`config.mk`:
```
export PLATFORM = sky130hd
export DESIGN_NAME = jts16_snd_mixseq
export DESIGN_NICKNAME = d
export VERILOG_FILES = /design/src/rtl/jts16_snd_mixseq.sv
export SDC_FILE = /design/constraint.sdc
export NUM_CORES = 1
export LEC_CHECK = 0
export CAP_MARGIN = 30
export CORE_UTILIZATION = 30
export CTS_CLUSTER_DIAMETER = 80
export DETAILED_ROUTE_END_ITERATION = 16
export GPL_TIMING_DRIVEN = 0
export HOLD_SLACK_MARGIN = 0.06
export PLACE_DENSITY = 0.55
export SYNTH_ARGS = -nofsm -noshare
export SYNTH_HDL_FRONTEND = slang
export SYNTH_SLANG_ARGS = --single-unit
```
`constraint.sdc`:
```
create_clock -name clk -period 6.55 [get_ports clk]
set_clock_uncertainty 0.15 [all_clocks]
set_input_delay 0.9825 -clock clk [delete_from_list [all_inputs] [get_ports clk]]
set_output_delay 0.9825 -clock clk [all_outputs]
set_load 0.02 [all_outputs]
```
`src/rtl/jts16_snd_mixseq.sv`:
```
// Time-multiplexed N-channel audio mixer: one multiply-accumulate step per
// enabled clock, 4.4 fixed-point gains, saturating output and held peak flag.
//
// state | meaning
// IDLE  | waiting for a sample strobe; inputs snapshotted on the strobe
// ACC   | accumulating one channel per cen cycle
// SAT   | shift, saturate, publish mixed/valid, update peak hold
module jts16_snd_mixseq #(
  parameter int CH        = 4,
  parameter int W         = 16,
  parameter int WO        = 16,
  parameter int PEAK_HOLD = 3
) (
  input  logic             rst_n,
  input  logic             clk,
  input  logic             cen,
  input  logic             sample,
  input  logic [CH*W-1:0]  ch_flat,
  input  logic [CH*8-1:0]  gain_flat,
  output logic [WO-1:0]    mixed,
  output logic             valid,
  output logic             busy,
  output logic             peak,
  output logic             overrun
);

  localparam int IW = $clog2(CH);
  localparam int PW = W + 9;
  localparam int AW = PW + IW;
  localparam logic [IW-1:0] LAST = IW'(CH - 1);

  typedef enum logic [1:0] {IDLE, ACC, SAT} state_t;

  state_t                state, state_nxt;
  logic [CH*W-1:0]       ch_q;
  logic [CH*8-1:0]       gain_q;
  logic [IW-1:0]         idx;
  logic signed [AW-1:0]  acc;
  logic [7:0]            cnt, cnt_nxt;

  logic signed [W-1:0]   ch_sel;
  logic [7:0]            gain_sel;
  logic signed [PW-1:0]  prod;
  logic signed [AW-1:0]  acc_add;
  logic signed [AW-1:0]  r;
  logic                  fits;
  logic [WO-1:0]         sat_val;

  assign ch_sel   = ch_q[idx*W +: W];
  assign gain_sel = gain_q[idx*8 +: 8];
  // gain is unsigned, so a zero MSB keeps the product's sign from the sample
  assign prod     = PW'(ch_sel) * PW'($signed({1'b0, gain_sel}));
  assign acc_add  = acc + AW'(prod);

  // r fits in WO bits when everything above bit WO-2 is a copy of the sign
  assign r       = acc >>> 4;
  assign fits    = (&r[AW-1:WO-1]) | ~(|r[AW-1:WO-1]);
  assign sat_val = fits     ? r[WO-1:0] :
                   r[AW-1]  ? {1'b1, {(WO-1){1'b0}}} :
                              {1'b0, {(WO-1){1'b1}}};
  assign cnt_nxt = !fits        ? 8'(PEAK_HOLD) :
                   (cnt != 8'd0) ? cnt - 8'd1    : cnt;

  assign busy = (state != IDLE);

  // state register
  always_ff @(posedge clk or negedge rst_n) begin
    if (!rst_n) state <= IDLE;
    else        state <= state_nxt;
  end

  // next-state logic
  always_comb begin
    state_nxt = state;
    case (state)
      IDLE:    if (sample) state_nxt = ACC;
      ACC:     if (cen && idx == LAST) state_nxt = SAT;
      SAT:     state_nxt = IDLE;
      default: state_nxt = IDLE;
    endcase
  end

  // snapshot, accumulate, publish result and track peak hold
  always_ff @(posedge clk or negedge rst_n) begin
    if (!rst_n) begin
      ch_q    <= '0;
      gain_q  <= '0;
      idx     <= '0;
      acc     <= '0;
      cnt     <= '0;
      mixed   <= '0;
      valid   <= 1'b0;
      peak    <= 1'b0;
      overrun <= 1'b0;
    end else begin
      valid <= 1'b0;
      if (sample && busy) overrun <= 1'b1;
      case (state)
        IDLE: if (sample) begin
          ch_q   <= ch_flat;
          gain_q <= gain_flat;
          acc    <= '0;
          idx    <= '0;
        end
        ACC: if (cen) begin
          acc <= acc_add;
          idx <= idx + IW'(1);
        end
        SAT: begin
          mixed <= sat_val;
          valid <= 1'b1;
          cnt   <= cnt_nxt;
          peak  <= (cnt_nxt != 8'd0);
        end
        default: ;
      endcase
    end
  end

endmodule

```
Word level (Yosys, flattened, before mapping)
Cells that the tools add are included. Widths: inputs -> output; s select.

Mux-type cells: 14. Shift operators: 2. Reductions and logical operators: 12. Equal/unequal tests: 6. Multipliers: 1. $add $sub $neg: 3. Bitwise operators: 2.

Operators with widths (number): $shiftx 64x7->16 (1); $mux 27 (2); $pmux 27 s2 (1); $mux 16 (2); $shiftx 32x6->8 (1); $add 27x25->27 (1); $mul 16x9->25 (1); $mux 8 (2); $reduce_bool 8->1 (2); $mux 2 (4); $pmux 2 s2 (2); $reduce_and 8->1 (1); $reduce_or 8->1 (1); $sub 8x1->8 const B (1); $ne 2x2->1 const B (3); $eq 2x2->1 const B (2); $reduce_and 2->1 (2); $reduce_bool 2->1 (2); $reduce_and 3->1 (1); $add 2x1->2 const B (1); $eq 2x1->1 const B (1); $logic_and 1x1->1 (2); $logic_not 2->1 (1); $mux 1 (1); 2 further kinds (2).

Logic and storage cells: 50. Register bits after elaboration: 154.

Logic depth before layout (Yosys ltp)
Word-level depth: 5. Mapped depth: 23.

Least setup slack after synthesis
OpenSTA, ideal clock, no wires.

Path type: register -> register. From: reg idx[0]. To: reg acc[26]. Required time: 6331 ps. Setup slack: 316 ps. Stages on the path, launching flop included: 22. Buffers on the path: 3. Arrival time: 6015 ps. Cells stage by stage: dfrtp_1 -> buf_2 -> buf_2 -> mux4_2 -> buf_2 -> nand2_1 -> fa_1 -> fa_1 -> inv_1 -> fa_1 -> fa_1 -> inv_1 -> fa_1 -> inv_1 -> ha_1 -> a21oi_2 -> o211ai_1 -> a211oi_1 -> o211ai_1 -> or3_1 -> a211o_1 -> nand3_1.

Word-level cells in the longest chain between the ends: 5.

Ends and longest elaborated chain: start: declaration (line 37) `logic [IW-1:0] idx;`; start signal: assignment (line 107) `idx <= idx + IW'(1);`; $shiftx 64x7->16 or $shiftx 32x6->8 (tied branches) (line 49, 50); $mul 16x9->25 * (line 52) `assign prod = PW'(ch_sel) * PW'($signed({1'b0, gain_sel}));`; $add 27x25->27 * (line 53) `assign acc_add = acc + AW'(prod);`; $mux 27 * (line 105) `ACC: if (cen) begin`; $pmux 27 s2 * (line 98) `case (state)`; end signal: assignment (line 89) `acc <= '0;`; end signal: assignment (line 102) `acc <= '0;`; end signal: assignment (line 106) `acc <= acc_add;`; end: declaration (line 38) `logic signed [AW-1:0] acc;`.

Every way passes the cells marked *; elsewhere a longest branch is shown, timed or not. The select of a mux whose other input is x is not followed. A chain may end at the register's enable or synchronous reset.

Worst setup path in the final report
Same ends and word-level chain as after synthesis.

==> summary.md <==
- finished clean — status
- flop — endpoint type of the worst setup path
- 4 — CTS H-Tree Depth
- 0 — Antenna Diode Count
- 31.3% — fraction of the yosys area taken by sequential cells
- 0 — Hold Fails Final Rpt
- 111 — largest net degree at the start of global routing
- 4.59 — Vias per Instance
- sky130_fd_sc_hd__mux4_2 — Slowest-stage cell, CP
- 0 — count of max-cap constraint violations
- 159 MHz — highest achievable clock rate
- sky130_fd_sc_hd__fa_1 — most frequent cell on the critical path
- sky130_fd_sc_hd__inv_1 (183), sky130_fd_sc_hd__dfrtp_1 (153), sky130_fd_sc_hd__nand2_1 (130) — leading cell types in the layout, fill and taps excluded
- yes — clock tree from TritonCTS
- 1165 — Synth Instances
- 24.2 mm — DP Wirelength
- 154 — number of register bits inferred by synthesis
- in2async — path type of the worst min-delay path
- 100% — async set-reset flop share out of synthesis
- 10 — highest net fanout along the worst path
- buf_12 > buf_6 > mux4_2 > and2_1 > fa_1 > fa_1 > fa_1 > fa_1 > inv_1 > fa_1 > inv_1 > ha_1 > o21ai_1 > or2b_2 > a31oi_4 > a31oi_1 > or3_1 > a211o_1 > nand3_1 — cells along the critical path
- 0.25 ns — setup slack of the worst register-to-register path
- 0 — Antenna Violating Nets Remaining
- 205 um — die outline width
- 15.9% — layout cells sized above 1
- 0 — final setup violation count
- 40100 um^2 — placeable core region
- 119 — IO Port Bufs
- 16.1 um — drt wl/cell
- 0 — Yosys warnings
- 154 — sink count of the clock tree
- 0.860 — final weighted congestion of routability-driven global placement
- 9120 — via count of the first global-routing pass
- 120 — Boundary Pins
- 205 um — vertical die dimension
- 8480 — via count
- 17 — CTS buffer count
- idx[0] — RR Startpoint
- 0 ns — Setup TNS
- 0 — Post-route DRC
- idx[0] — start point of the critical path
- 0 — global route total overflow
- 0.07 ns — Clk pin slew, worst setup/hold paths
- 0 — number of synthesized flops with an enable pin
- 0.45 ns — clk_lat worst skew
- 0.64 ns — delay contributed by the slowest stage of the critical path
- 1599 — net count reported at finish
- 6.78 ns — required time at the worst-slack endpoint
- 49.6 mm — wire length of the first global-routing pass
- 10.6 um^2 — Avg Cell Area, Syn
- 0 — number of antenna violations at the first check in global routing
- 2 — maximum root-to-sink buffer count
- 255 — Iteration-0 DRC Markers
- sky130_fd_sc_hd__clkbuf_16 — Root Buffer Master
- 44.9% — worst slew margin relative to its limit
- 1454 — synthesized netlist net count
- sky130_fd_sc_hd__dfrtp_1 — most used flip-flop cell after synthesis
- 0 — max-slew violation count
- 30.7% — effective utilization at floorplan
- 73 — Row Count
- 6.30 ns — clock period minus final worst setup slack
- 96.2% — final worst-path cycle share
- 21.4% — synthesis-to-finish area growth
- 0.826 ns — transition time at the pin with the least slew margin
- flop — kind of launch point of the worst setup path
- 5 — number of detailed-routing iterations run before antenna repair
- 12300 um^2 — Synth Cell Area
- 3985 — filler cell count in the final layout
- sky130_fd_sc_hd__inv_1 — leading cell type in the layout, fill and taps excluded
- 6.53 ns — CP arrival
- 41800 um^2 — Die Area
- reg2reg — type of the setup path with the least slack
- 59 — Distinct cells, synth
- 29.8 mm — Final Routed Wirelength
- 15.3% — aggregate global-route resource usage
metrics by stage:
stage               util, %  setup WS, ns  hold slack (ns)  instance area, um^2  instances
floorplan                 -         0.316            0.298                12300       1165
global placement       35.3         -2.25            0.295                14200       1809
detailed placement     35.4        -0.415            0.301                14200       1810
CTS                    37.0      0.000892            0.265                14800       1844
global route           37.3      -0.00428            0.285                14900       1848
finish                 37.3         0.246            0.280                14900       1848
Yosys cell counts, drive strengths merged, types with 8 or more instances:
master	instances	share of area, %
o21ai	86	3.5
a21oi	37	1.6
dfrtp	154	31
o211ai	8	0.57
nor2	27	0.84
a21o	9	0.56
xor2	14	1.0
ha	62	6.3
nor3	9	0.37
inv	183	5.6
fa	127	21
buf	15	0.71
clkbuf	29	0.98
mux2	97	8.9
mux4	24	4.4
nand2	130	4.0
xnor2	10	0.71
and2	75	3.8
state kept, by name, summed over array words and instances, names as in the netlist, 2 cells and up:
name	count
gain_q	32
mixed	16
cnt	8
state	2
idx	2
acc	27
ch_q	64
final cells by class:
| type | count | area, um^2 | share of cell area (%) |
|---|---|---|---|
| clock buffers | 17 | 425 | 2.85 |
| well taps | 525 | 657 | 4.40 |
| plain buffers | 43 | 248 | 1.66 |
| clock inverters | 15 | 184 | 1.23 |
| flip-flops and latches | 154 | 3850 | 25.8 |
| repair buffers | 127 | 1280 | 8.54 |
| multi-input cells | 784 | 7610 | 50.9 |
| inverters | 183 | 687 | 4.60 |
worst max-delay path, delay by kind of cell, from the launching register on:
kind / cells / cell delay (ns)
muxes: 1 / 0.64
buffers and inverters: 4 / 0.46
and+or+nand+nor: 4 / 0.96
AOI/OAI and AO/OA: 4 / 0.73
adders and majority gates: 6 / 2.87
DFF: 1 / 0.42
layer usage:
layer	global-route usage (%)	vias to the layer above	share of wire, %
met5	0	-	0
met4	3.62	0	1.0
met3	3.01	17	3.8
met2	25.4	138	48
met1	20.5	4225	48
li1	-	4100	-
final timing paths:
check                            to  cells past startpoint
setup / recovery            acc[26]                     19
hold / removal               cnt[2]                      1
setup reg to reg            acc[26]                     19
hold reg to reg             overrun                      1
max in group asynchronous  ch_q[11]                      2
min in group clk            overrun                      1
logic make-up after synthesis:
logic type	Yosys count	synth area share, %
flops	154	31.3
fa+ha+maj	189	27.0
compound gates	169	8.37
mux	123	13.4
buf+inv	227	7.27
xor+xnor	24	1.71
simple gates	279	11.0
what timing repair did:
action	4_1_cts	5_1_grt
pin swaps	0	6
hold buffers	0	0
setup buffers	3	4
cloned	0	0
gates resized for setup	7	26
endpoints found under the setup margin	13	8
Power is not shown: default switching activity piles up to over one toggle a cycle in this logic, so the estimate is an artifact.
